**config.mk**
```make
export PLATFORM = sky130hd
export DESIGN_NAME = traffic_lights_xn
export DESIGN_NICKNAME = d
export VERILOG_FILES = /design/src/rtl/traffic_lights_xn.sv
export SDC_FILE = /design/constraint.sdc
export NUM_CORES = 1
export LEC_CHECK = 0
export ABC_CLOCK_PERIOD_IN_PS = 4700
export CELL_PAD_IN_SITES_DETAIL_PLACEMENT = 0
export CELL_PAD_IN_SITES_GLOBAL_PLACEMENT = 1
export CORE_MARGIN = 10
export CORE_UTILIZATION = 40
export DETAILED_ROUTE_END_ITERATION = 8
export PLACE_DENSITY_LB_ADDON = 0.1
export SYNTH_ARGS = -nofsm -noshare
export SYNTH_HDL_FRONTEND = slang
export SYNTH_SLANG_ARGS = --single-unit
```
**constraint.sdc**
```tcl
create_clock -name clk_2k_i -period 4.7 [get_ports clk_2k_i]
set_input_delay 1.41 -clock clk_2k_i [delete_from_list [all_inputs] [get_ports clk_2k_i]]
set_output_delay 1.41 -clock clk_2k_i [all_outputs]
set_load 0.05 [all_outputs]
```
**src/rtl/traffic_lights_xn.sv**
```systemverilog
`timescale 1ns/1ps
`default_nettype none
// ============================================================================
// Module   : traffic_lights_xn
// Purpose  : N-approach round-robin intersection controller on a 2 kHz tick.
// Revision : 1.0 - initial release
// ============================================================================
module traffic_lights_xn #(
   parameter int NUM_DIR               = 2,
   parameter int BLINK_HALF_PERIOD_MS  = 250,
   parameter int BLINK_GREEN_TIME_TICK = 3,
   parameter int RED_YELLOW_MS         = 1000,
   parameter int DEF_GREEN_MS          = 5000,
   parameter int DEF_YELLOW_MS         = 1000,
   parameter int DEF_ALL_RED_MS        = 500,
   localparam int DIR_W = (NUM_DIR > 1) ? $clog2(NUM_DIR) : 1
) (
   input  logic               clk_2k_i,
   input  logic               srst_i,
   input  logic               cmd_valid_i,
   input  logic [2:0]         cmd_type_i,
   input  logic [DIR_W-1:0]   cmd_dir_i,
   input  logic [15:0]        cmd_data_i,
   output logic [NUM_DIR-1:0] red_o,
   output logic [NUM_DIR-1:0] yellow_o,
   output logic [NUM_DIR-1:0] green_o,
   output logic [DIR_W-1:0]   active_dir_o
);

   localparam int CLK_FREQ_KHZ = 2;
   localparam int LIM_W        = 17;

   localparam logic [LIM_W-1:0] BLINK_HALF_CYC  = LIM_W'(BLINK_HALF_PERIOD_MS * CLK_FREQ_KHZ);
   localparam logic [LIM_W-1:0] BLINK_LAST_CYC  = LIM_W'(2 * BLINK_HALF_PERIOD_MS * CLK_FREQ_KHZ - 1);
   localparam logic [LIM_W-1:0] GREEN_BLINK_CYC =
      LIM_W'(BLINK_GREEN_TIME_TICK * 2 * BLINK_HALF_PERIOD_MS * CLK_FREQ_KHZ);
   localparam logic [LIM_W-1:0] RED_YELLOW_CYC  = LIM_W'(RED_YELLOW_MS * CLK_FREQ_KHZ);
   localparam logic [LIM_W-1:0] DEF_GREEN_CYC   = LIM_W'(DEF_GREEN_MS * CLK_FREQ_KHZ);
   localparam logic [LIM_W-1:0] DEF_YELLOW_CYC  = LIM_W'(DEF_YELLOW_MS * CLK_FREQ_KHZ);
   localparam logic [LIM_W-1:0] DEF_ALL_RED_CYC = LIM_W'(DEF_ALL_RED_MS * CLK_FREQ_KHZ);
   localparam logic [DIR_W-1:0] DIR_LAST        = DIR_W'(NUM_DIR - 1);

   localparam logic [2:0] CMD_ON          = 3'd0;
   localparam logic [2:0] CMD_OFF         = 3'd1;
   localparam logic [2:0] CMD_MANUAL      = 3'd2;
   localparam logic [2:0] CMD_SET_GREEN   = 3'd3;
   localparam logic [2:0] CMD_SET_YELLOW  = 3'd4;
   localparam logic [2:0] CMD_SET_ALL_RED = 3'd5;

   typedef enum logic [2:0] {
      ST_ALL_RED     = 3'd0,
      ST_RED_YELLOW  = 3'd1,
      ST_GREEN       = 3'd2,
      ST_GREEN_BLINK = 3'd3,
      ST_YELLOW      = 3'd4,
      ST_MANUAL      = 3'd5,
      ST_OFF         = 3'd6
   } state_t;

   state_t             r_state;
   state_t             w_state_next;
   logic [DIR_W-1:0]   r_dir;
   logic [DIR_W-1:0]   w_dir_next;
   logic [LIM_W-1:0]   r_cnt;
   logic [LIM_W-1:0]   r_blink_cnt;
   logic [LIM_W-1:0]   r_green_lim [NUM_DIR];
   logic [LIM_W-1:0]   r_yellow_lim;
   logic [LIM_W-1:0]   r_all_red_lim;
   logic [LIM_W-1:0]   w_limit;
   logic [LIM_W-1:0]   w_cmd_cyc;
   logic               w_phase_done;
   logic               w_phase_clr;
   logic               w_restart;
   logic               w_blink_on;
   logic               w_blink_state;
   logic               w_scan_found;
   logic [DIR_W-1:0]   w_scan_dir;

   assign w_cmd_cyc     = LIM_W'(cmd_data_i) * LIM_W'(CLK_FREQ_KHZ);
   assign w_blink_on    = (r_blink_cnt < BLINK_HALF_CYC);
   assign w_blink_state = (r_state == ST_GREEN_BLINK) || (r_state == ST_MANUAL);
   // A zero limit still gives a one-cycle phase, and a lowered limit ends the phase at once.
   assign w_phase_done  = ({1'b0, r_cnt} + 18'd1) >= {1'b0, w_limit};
   assign w_phase_clr   = (w_state_next != r_state) || w_restart;
   assign active_dir_o  = r_dir;

   always_comb begin
      w_limit = '1;
      case (r_state)
         ST_ALL_RED:     w_limit = r_all_red_lim;
         ST_RED_YELLOW:  w_limit = RED_YELLOW_CYC;
         ST_GREEN:       w_limit = r_green_lim[r_dir];
         ST_GREEN_BLINK: w_limit = GREEN_BLINK_CYC;
         ST_YELLOW:      w_limit = r_yellow_lim;
         default:        w_limit = '1;
      endcase
   end

   // Lowest offset from the current direction wins, so scan downwards and overwrite.
   always_comb begin
      w_scan_found = 1'b0;
      w_scan_dir   = r_dir;
      for (int i = NUM_DIR - 1; i >= 0; i--) begin
         if (r_green_lim[DIR_W'((int'(r_dir) + i) % NUM_DIR)] != '0) begin
            w_scan_found = 1'b1;
            w_scan_dir   = DIR_W'((int'(r_dir) + i) % NUM_DIR);
         end
      end
   end

   always_comb begin
      w_state_next = r_state;
      w_dir_next   = r_dir;
      w_restart    = 1'b0;
      case (r_state)
         ST_ALL_RED: begin
            if (w_phase_done) begin
               if (w_scan_found) begin
                  w_state_next = ST_RED_YELLOW;
                  w_dir_next   = w_scan_dir;
               end else begin
                  w_restart = 1'b1;
               end
            end
         end
         ST_RED_YELLOW:  if (w_phase_done) w_state_next = ST_GREEN;
         ST_GREEN:       if (w_phase_done) w_state_next = ST_GREEN_BLINK;
         ST_GREEN_BLINK: if (w_phase_done) w_state_next = ST_YELLOW;
         ST_YELLOW: begin
            if (w_phase_done) begin
               w_state_next = ST_ALL_RED;
               w_dir_next   = (r_dir == DIR_LAST) ? '0 : r_dir + DIR_W'(1);
            end
         end
         default: ;
      endcase
      if (cmd_valid_i) begin
         case (cmd_type_i)
            CMD_OFF: begin
               w_state_next = ST_OFF;
               w_dir_next   = r_dir;
            end
            CMD_MANUAL: begin
               w_state_next = ST_MANUAL;
               w_dir_next   = r_dir;
            end
            CMD_ON: begin
               if ((r_state == ST_OFF) || (r_state == ST_MANUAL)) begin
                  w_state_next = ST_ALL_RED;
                  w_dir_next   = '0;
               end
            end
            default: ;
         endcase
      end
   end

   always_ff @(posedge clk_2k_i) begin
      if (srst_i) begin
         r_state       <= ST_ALL_RED;
         r_dir         <= '0;
         r_cnt         <= '0;
         r_blink_cnt   <= '0;
         r_yellow_lim  <= DEF_YELLOW_CYC;
         r_all_red_lim <= DEF_ALL_RED_CYC;
         for (int i = 0; i < NUM_DIR; i++) r_green_lim[i] <= DEF_GREEN_CYC;
      end else begin
         r_state <= w_state_next;
         r_dir   <= w_dir_next;
         r_cnt   <= w_phase_clr ? '0 : r_cnt + LIM_W'(1);
         if (w_phase_clr || !w_blink_state || (r_blink_cnt == BLINK_LAST_CYC)) begin
            r_blink_cnt <= '0;
         end else begin
            r_blink_cnt <= r_blink_cnt + LIM_W'(1);
         end
         if (cmd_valid_i) begin
            case (cmd_type_i)
               CMD_SET_GREEN: begin
                  if (int'(cmd_dir_i) < NUM_DIR) r_green_lim[cmd_dir_i] <= w_cmd_cyc;
               end
               CMD_SET_YELLOW:  r_yellow_lim  <= w_cmd_cyc;
               CMD_SET_ALL_RED: r_all_red_lim <= w_cmd_cyc;
               default: ;
            endcase
         end
      end
   end

   always_comb begin
      red_o    = '1;
      yellow_o = '0;
      green_o  = '0;
      case (r_state)
         ST_RED_YELLOW: yellow_o[r_dir] = 1'b1;
         ST_GREEN: begin
            red_o[r_dir]   = 1'b0;
            green_o[r_dir] = 1'b1;
         end
         ST_GREEN_BLINK: begin
            red_o[r_dir]   = 1'b0;
            green_o[r_dir] = w_blink_on;
         end
         ST_YELLOW: begin
            red_o[r_dir]    = 1'b0;
            yellow_o[r_dir] = 1'b1;
         end
         ST_MANUAL: begin
            red_o    = '0;
            yellow_o = {NUM_DIR{w_blink_on}};
         end
         ST_OFF:  red_o = '0;
         default: ;
      endcase
   end

endmodule
`default_nettype wire
```
**After elaboration in Yosys (flattened, before gate mapping)**

Memory sizes are Yosys's and may differ from the RTL's. A register that Yosys moved wholly into a read port is not among the register bits.
Cells that the tools add are included.
Widths: inputs -> output; s select.

- Bits in registers: 70
- Memory bits (writable): 32
- Input bits: 23
- Output and inout bits: 7
- Logic and storage cells: 94
- Memories kept: 1

Memory list:

| memory | words | width | read ports | clocked after memory_dff | write ports | line | source |
|---|---|---|---|---|---|---|---|
| r_green_lim | 2 | 16 | 2 | 1 | 2 | 66 | `logic [LIM_W-1:0] r_green_lim [NUM_DIR];` |

- $add $sub $neg: 5
- $lt $le $gt $ge: 4
- Equal/unequal tests: 14
- Muxes and demuxes: 42
- Bitwise operators: 2
- Reductions and logical operators: 20

Operators with widths:

| operator | count |
|---|---|
| $pmux 17 s5 | 1 |
| $add 17x1->17 const B | 2 |
| $reduce_bool 17->1 | 2 |
| $mux 1 | 24 |
| $mux 3 | 8 |
| $add 17x1->18 const B | 1 |
| $ge 18x17->1 | 1 |
| $eq 17x10->1 const B | 1 |
| $lt 17x9->1 const B | 1 |
| $mux 16 | 1 |
| $reduce_or 16->1 | 1 |
| $eq 3x3->1 const B | 5 |
| $pmux 3 s5 | 1 |
| $eq 3x2->1 const B | 4 |
| $pmux 2 s2 | 3 |
| $reduce_or 2->1 | 5 |
| $pmux 3 s3 | 1 |
| $eq 3x1->1 const B | 2 |
| $logic_not 3->1 | 2 |
| $logic_or 1x1->1 | 5 |
| $pmux 1 s2 | 2 |
| $reduce_and 2->1 | 2 |
| $ne 3x3->1 | 1 |
| $reduce_or 3->1 | 1 |
| 9 further kinds | 10 |

**Depth between registers and ports, before layout**

An unclocked memory read counts as a cell.

- Depth in word-level cells: 16
- Depth in mapped cells: 15
- Mapped depth without buffers: 14

**Worst setup path after synthesis**

OpenSTA, ideal clock, no wires.

- Path type: reg2reg
- Start: reg with a tool-made name
- End: reg r_cnt[8]
- Setup time: 0.080 ns
- Data arrival time: 3.427 ns
- Data required time: 4.620 ns
- Slack: 1.194 ns
- Cell stages (with the launch flop): 16
- Path buffers: 3
- Period minus slack after synthesis: 3.506 ns
- Cells stage by stage: dfxtp_1 > clkbuf_1 > clkbuf_1 > mux2i_1 > nand2_1 > o21ai_0 > a21o_1 > ha_1 > a21o_1 > nand3_1 > a21oi_1 > o41a_1 > o21ai_1 > nor2_2 > buf_4 > nor3b_1

RTL lines:

| what | line | source |
|---|---|---|
| end signal, assigned | 170 | `r_cnt <= w_phase_clr ? '0 : r_cnt + LIM_W'(1);` |
| end, declared | 64 | `logic [LIM_W-1:0] r_cnt;` |

**Worst setup path in the final report**

- Start: reg r_blink_cnt[13]
- End: out green_o[1]

- Longest elaborated chain between the ends: 3

Ends and longest elaborated chain:

| what | line | source |
|---|---|---|
| start, declared | 65 | `logic [LIM_W-1:0] r_blink_cnt;` |
| start signal, assigned | 174 | `r_blink_cnt <= r_blink_cnt + LIM_W'(1);` |
| $lt 17x9->1 | 80 | `assign w_blink_on = (r_blink_cnt < BLINK_HALF_CYC);` |
| $and 2x2->2 (no line) | n/a |  |
| $pmux 2 s2 | 193 | `case (r_state)` |
| end, declared | 26 | `output logic [NUM_DIR-1:0] green_o,` |

No other way between the ends.

==> summary.md <==
| Metric | Value |
|---|---|
| CP arrival | 2.77 ns |
| Cts repair resizes | 0 |
| F_max | approximately 0.24 GHz |
| Mapped Area | 5415 sq um |
| Tot Pwr | between 0.0015 and 0.002 W |
| Fraction of registers with async set/reset | 0% |
| Synth Area in XOR/XNOR | approximately 5.3% |
| Fin. max-slew vios | 0 |
| Post-CTS Setup Inserts | 0 |
| I/O Pins | 30 |
| Peak VDD IR | approximately 0.00016 V |
| Setup ws final | 0.5185 ns |
| Clock Path Buffers | 2 |
| Commonest non-fill, non-tap cell in the layout | nand2_1 |
| Final Hold Fails | 0 |
| RSZ-0062 raised after global routing | false |
| IO buf count | 29 |
| First-pass GRT wire length | roughly 23000 um |
| Post-route design area | around 6200 sq um |
| Vias after detailed routing | roughly 4300 |
| Non-Filler Instances | 805 |
| Root Driver | clkbuf_16 |
| Post-synthesis sequential area ratio | between 40 and 50% |
| Wire length per cell | around 18 um |
| Starting Density | 40.89% |
| Synth Register Bits | 103 |
| Placement-stage cell area | just under 6000 sq um |
| Clock buffer count from CTS | 9 |
| Worst Hold Class | register to register |
| Vias in the first global route | ~4300 |
| Die Wd | 136.4 um |
| Power Dens Cells | about 320 nW/um^2 |
| Routability cong. | about 0.85 |
| Final #Nets | between 600 and 700 |
| Main combinational cell family by area after synthesis | simple AND/OR/NAND/NOR gates |
| # setup viols final | 0 |
| CP Capture Type | output port |
| Drc violations | 0 |
| Initial DRC count | ~290 |
| Simple-gate share of the synthesized area | between 20% and 30% |
| Clock Latency Late Sink | 0.36 ns |
| Max-Cap Viols | 0 |
| Cts hold-fix bufs | 0 |
| Dominant synthesized flop cell | dfxtp_1 |
| ANT nets after route | 0 |
| Setup Crit Path Kind | register to output port |
| Most frequent cells in the layout | 94 x nand2_1, 71 x dfxtp_1, 53 x nor2_1 |
| CP Launch Type | register |
| Outcome | complete, no violations |
| GRT Overall Usage | 16.25% |
| DP Cell Count | between 700 and 800 |
| Fillers | around 1300 |
| Worst Skew | approximately 0.015 ns |
| HPWL Detailed | about 10000 um |
| Rows | 42 |
| CP Data Required Time | 3.29 ns |
| Synth warnings | 0 |
| Router iterations before antenna repair | 5 |
| Worst Path Max Fanout | 4 |
| CTS tree | built |
| Post-synth EDFFs | 32 |
| Placeable Area | around 13000 sq um |
| Die area | 18590 sq um |
| Leakage | approximately 2.2 nW |
| Synth cell types | 60 |
| Cells after synthesis | between 600 and 700 |
| Avg Cell Area, Syn | between 9 and 10 sq um |
| Placement Setup Slack | approximately 0.62 ns |
| Post-synthesis mux area share | 3.327% |
| Clock transition at the registers of the reported paths | around 0.070 ns |
| Die span in y | about 140 um |
| Largest net degree at the start of global routing | 35 |
| Post-Synth Adder-Cell Area | between 4 and 5% |
| Rel. slew slack | 39.38% |
| Initial antenna violation count | 1 |
| Worst-Margin Slew | about 0.91 ns |
| Clock sinks | around 100 |
| H-tree depth | 3 |
| Global route total overflow | 0 |
| Fin Setup TNS | 0 ns |
| Synthesis-to-layout area growth | 14.44% |
| WL final | between 10000 and 15000 um |
| Post-Syn Nets | 643 |
| Routed vias/inst | 5.391 |
| Layout cells sized above 1 | under 10% |
| Fin crit period | roughly 4.2 ns |
| Synth Area in Compound Gates | between 10% and 20% |
| Period utilisation layout | slightly below 90% |
[sequential cells by signal, summed over array words and instances, names as in the netlist, named ones only]
signal         count
active_dir_o       1
r_all_red_lim     16
r_state            3
r_yellow_lim      16
r_blink_cnt       17
r_green_lim       32
r_cnt             17
[path summary, 6_finish.rpt]
check                                                 from  slack [ns]  cells after the start                   endpoint
worst max register to register                    register        0.91                     11        r_cnt[3]$_SDFF_PP0_
worst min-delay path             r_blink_cnt[0]$_SDFF_PP0_        0.45                      1  r_blink_cnt[0]$_SDFF_PP0_
worst min register to register   r_blink_cnt[0]$_SDFF_PP0_        0.45                      1  r_blink_cnt[0]$_SDFF_PP0_
worst max-delay path            r_blink_cnt[13]$_SDFF_PP0_        0.52                      6                 green_o[1]
[cell usage after synthesis (5+ instances only)]
master | instances | area share [%]
nand4_1 | 9 | 1.0
clkbuf_1 | 21 | 1.5
nand2b_1 | 12 | 1.4
nor3b_1 | 9 | 1.2
o22a_1 | 7 | 1.1
inv_1 | 8 | 0.55
nor3b_2 | 9 | 2.1
nor4_1 | 14 | 1.6
o21ai_0 | 17 | 1.6
nand3b_1 | 12 | 1.7
nor2_1 | 53 | 3.7
nand3_1 | 20 | 1.8
edfxtp_1 | 32 | 18
and2_1 | 22 | 2.5
o211ai_1 | 5 | 0.69
xor2_1 | 14 | 2.3
nor3_1 | 7 | 0.65
ha_1 | 19 | 4.4
xnor2_1 | 19 | 3.1
dfxtp_1 | 71 | 26
mux2i_1 | 18 | 3.3
nand2_1 | 94 | 6.5
o22ai_1 | 10 | 1.2
a21oi_1 | 43 | 4.0
[area by class of cell]
cell class                      instances  area (sq um)  share of cell area [%]
Multi-Input combinational cell        458          2873                   46.36
Timing Repair Buffer                   42         387.9                   6.259
Tap cell                              176         220.2                   3.553
Clock buffer                           11         254.0                   4.099
Inverter                                9         33.78                  0.5451
Clock inverter                          5         43.79                  0.7066
Sequential cell                       103          2382                   38.44
Antenna cell                            1         2.502                 0.04038
[power breakdown]
| part | leakage, nW | switching, W | internal, W |
|---|---|---|---|
| combinational | 1.14 | 0.000151 | 0.0000966 |
| sequential | 0.885 | 0.0000224 | 0.000943 |
| clock | 0.140 | 0.000349 | 0.000399 |
| total | 2.16 | 0.000522 | 0.00144 |
[metrics by stage]
step | hold WS (ns) | util, %
after global placement | 0.4272 | 44.53
final | 0.4497 | 46.80
after detailed placement | 0.4407 | 44.53
after global routing | 0.4699 | 46.80
after floorplan | 0.4178 | -
after CTS | 0.4505 | 46.78
[worst max-delay path, cell delays in order, from the launching register on]
cell and delay [ns]:
dfxtp_1 0.35, nor4_1 0.31, nand2_1 0.12, nor3_1 0.41
o21ai_0 0.18, nor2_1 0.21, clkdlybuf4s50_1 0.84
[cells by family (layout without fill, tap and decap cells)]
group / after synthesis / in the layout
multiplexers: 18 / 18
other: 0 / 1
AND/OR/NAND/NOR: 284 / 284
AO/OA/AOI/OAI: 104 / 104
XOR/XNOR: 33 / 33
flip-flops: 103 / 103
adder cells (fa/ha/maj): 19 / 19
buffers and inverters: 40 / 67
[per-layer routing]
layer	part of all wire (%)	GRT usage, %
met1	45	19.96
met2	48	27.08
met4	2.2	6.036
met3	4.0	3.801
met5	0	0
No activity file was read; power rests on OpenSTA's default activity.
==> RTL change (same settings) <==
`NUM_DIR`: 2 -> 4.
--- a/src/rtl/traffic_lights_xn.sv
+++ b/src/rtl/traffic_lights_xn.sv
@@ -7,5 +7,5 @@
 // ============================================================================
 module traffic_lights_xn #(
-   parameter int NUM_DIR               = 2,
+   parameter int NUM_DIR               = 4,
    parameter int BLINK_HALF_PERIOD_MS  = 250,
    parameter int BLINK_GREEN_TIME_TICK = 3,
Ports: changed (5 resized); port bits go from 30 to 38. The function was not compared with the original's and may differ.
==> RTL change against the original RTL <==
Clock skew fell by 0.0019 ns; worst setup slack got worse by 0.12 ns; sequential cell count rose by 34; count of clock-buffer cells in the layout rose by 7; wire length rose by 43%; utilization rose by 0.74 points; area after synthesis rose by 38%; via count rose by 38%; first-iteration DRC count rose by 34%; fmax fell by 2.9%; final area rose by 39%; power rose by 48%; critical endpoint is now green_o[3]; largest power group unchanged.
==> RTL change: results (changes against the original RTL) <==
Critical path endpoint = green_o[3]
Post-synthesis sequential area ratio = 0.453 (+0.0131)
Pin count of the biggest net entering global routing = 48 (+37%)
Post-Synthesis Cells = 778 (+29%)
Placed insts = 1019 (+29%)
EDFF count, synth = 64 (+100%)
Non-Filler Instances = 1052 (+31%)
Leakage = 3.12 nW (+44%)
Worst Hold End = r_all_red_lim[12]$_SDFFE_PP0P_
Slew @ Worst Pin = 1.04 ns (+0.133 ns)
Max incr delay on CP = 0.82 ns (-0.02 ns)
Initial antenna violation count = 0 (-1)
Part of the cycle the worst path needs = 0.916 (+0.0263)
Met1 WL = 9860 um (+49%)
Met3 Usage GRT = 0.0318 (-0.00621)
Vias in the first global route = 5862 (+36%)
Share of layout cells above drive strength 1 = 0.0876 (+0.00320)
Filler Cells Inserted = 1717 (+28%)
First-pass GRT wire length = 32900 um (+41%)
Sequential power share = 0.459 (-0.033)
Layout Nets = 856 (+29%)
CP startpoint = r_state[1]$_SDFF_PP0_
CTS buffer count = 17 (+8)
Met1 usage = 0.235 (+0.0355)
Via count = 5971 (+38%)
Worst endpoint data arrival time = 2.90 ns (+0.13 ns)
GP Congestion = 0.858 (+0.69%)
Place WS = 0.544 ns (-0.0784 ns)
Htree depth = 4 (+1)
Hold Crit Class = flip-flop to flip-flop
Min-delay src = r_all_red_lim[12]$_SDFFE_PP0P_
Largest cells by area after synthesis = edfxtp_1 (26%), dfxtp_1 (20%), nand2_1 (5.3%)
FF-to-FF setup slack = 0.54 ns (-0.37 ns)
Total power = 0.00290 W (+48%)
Max Clock Skew = 0.0136 ns (-0.00187 ns)
Synth cell types = 61 (+1.7%)
Met3 Wirelength = 926 um (+59%)
End of the worst register-to-register path = r_cnt[0]$_SDFF_PP0_
Largest registers = r_green_lim x64, r_blink_cnt x17, r_cnt x17
Dpl cell area = 8060 um2 (+37%)
Status = complete, no violations
WL/cell = 19.9 um (+9.6%)
Tot GR Track Use = 0.172 (+0.00956)
Metal2 WL = 9910 um (+40%)
Commonest cells post-synth = nand2_1 (106), dfxtp_1 (73), edfxtp_1 (64), a21oi_1 (63)
Max VDD drop = 0.215 mV (+34%)
Max FO, Critical Path = 13 (+9)
Input/output buffers = 37 (+28%)
Syn_nets = 825 (+28%)
Power Density = 336 nW/um2 (+6.2%)
Worst skew pair latency = 0.42 ns (+0.06 ns)
## RTL change: cell count changes in the layout (fill, tap and decap cells not counted), sizes merged, moves of 8 or more
cell,unedited run,this run
a21oi,44,63
and2,22,51
buf,13,21
edfxtp,32,64
inv,11,25
mux2i,18,6
mux4,0,17
nand2,94,106
nand2b,13,23
nand3,20,36
nand4,9,18
nor3b,18,3
nor4,14,24
## RTL change: layout make-up
cell class                      instances  area share
Clock buffer                           18      0.0497
Tap cell                              229      0.0332
Sequential cell                       137       0.392
Multi-Input combinational cell        582       0.445
Antenna cell                            1    0.000290
Timing Repair Buffer                   54      0.0566
Clock inverter                         14      0.0155
Inverter                               17     0.00740
## RTL change: cells by family after synthesis
logic type / share of synthesized area
AO/OA/AOI/OAI: 0.118
flip-flops: 0.453
adder cells (fa/ha/maj): 0.0399
AND/OR/NAND/NOR: 0.250
XOR/XNOR: 0.0375
buffers and inverters: 0.0335
multiplexers: 0.0673
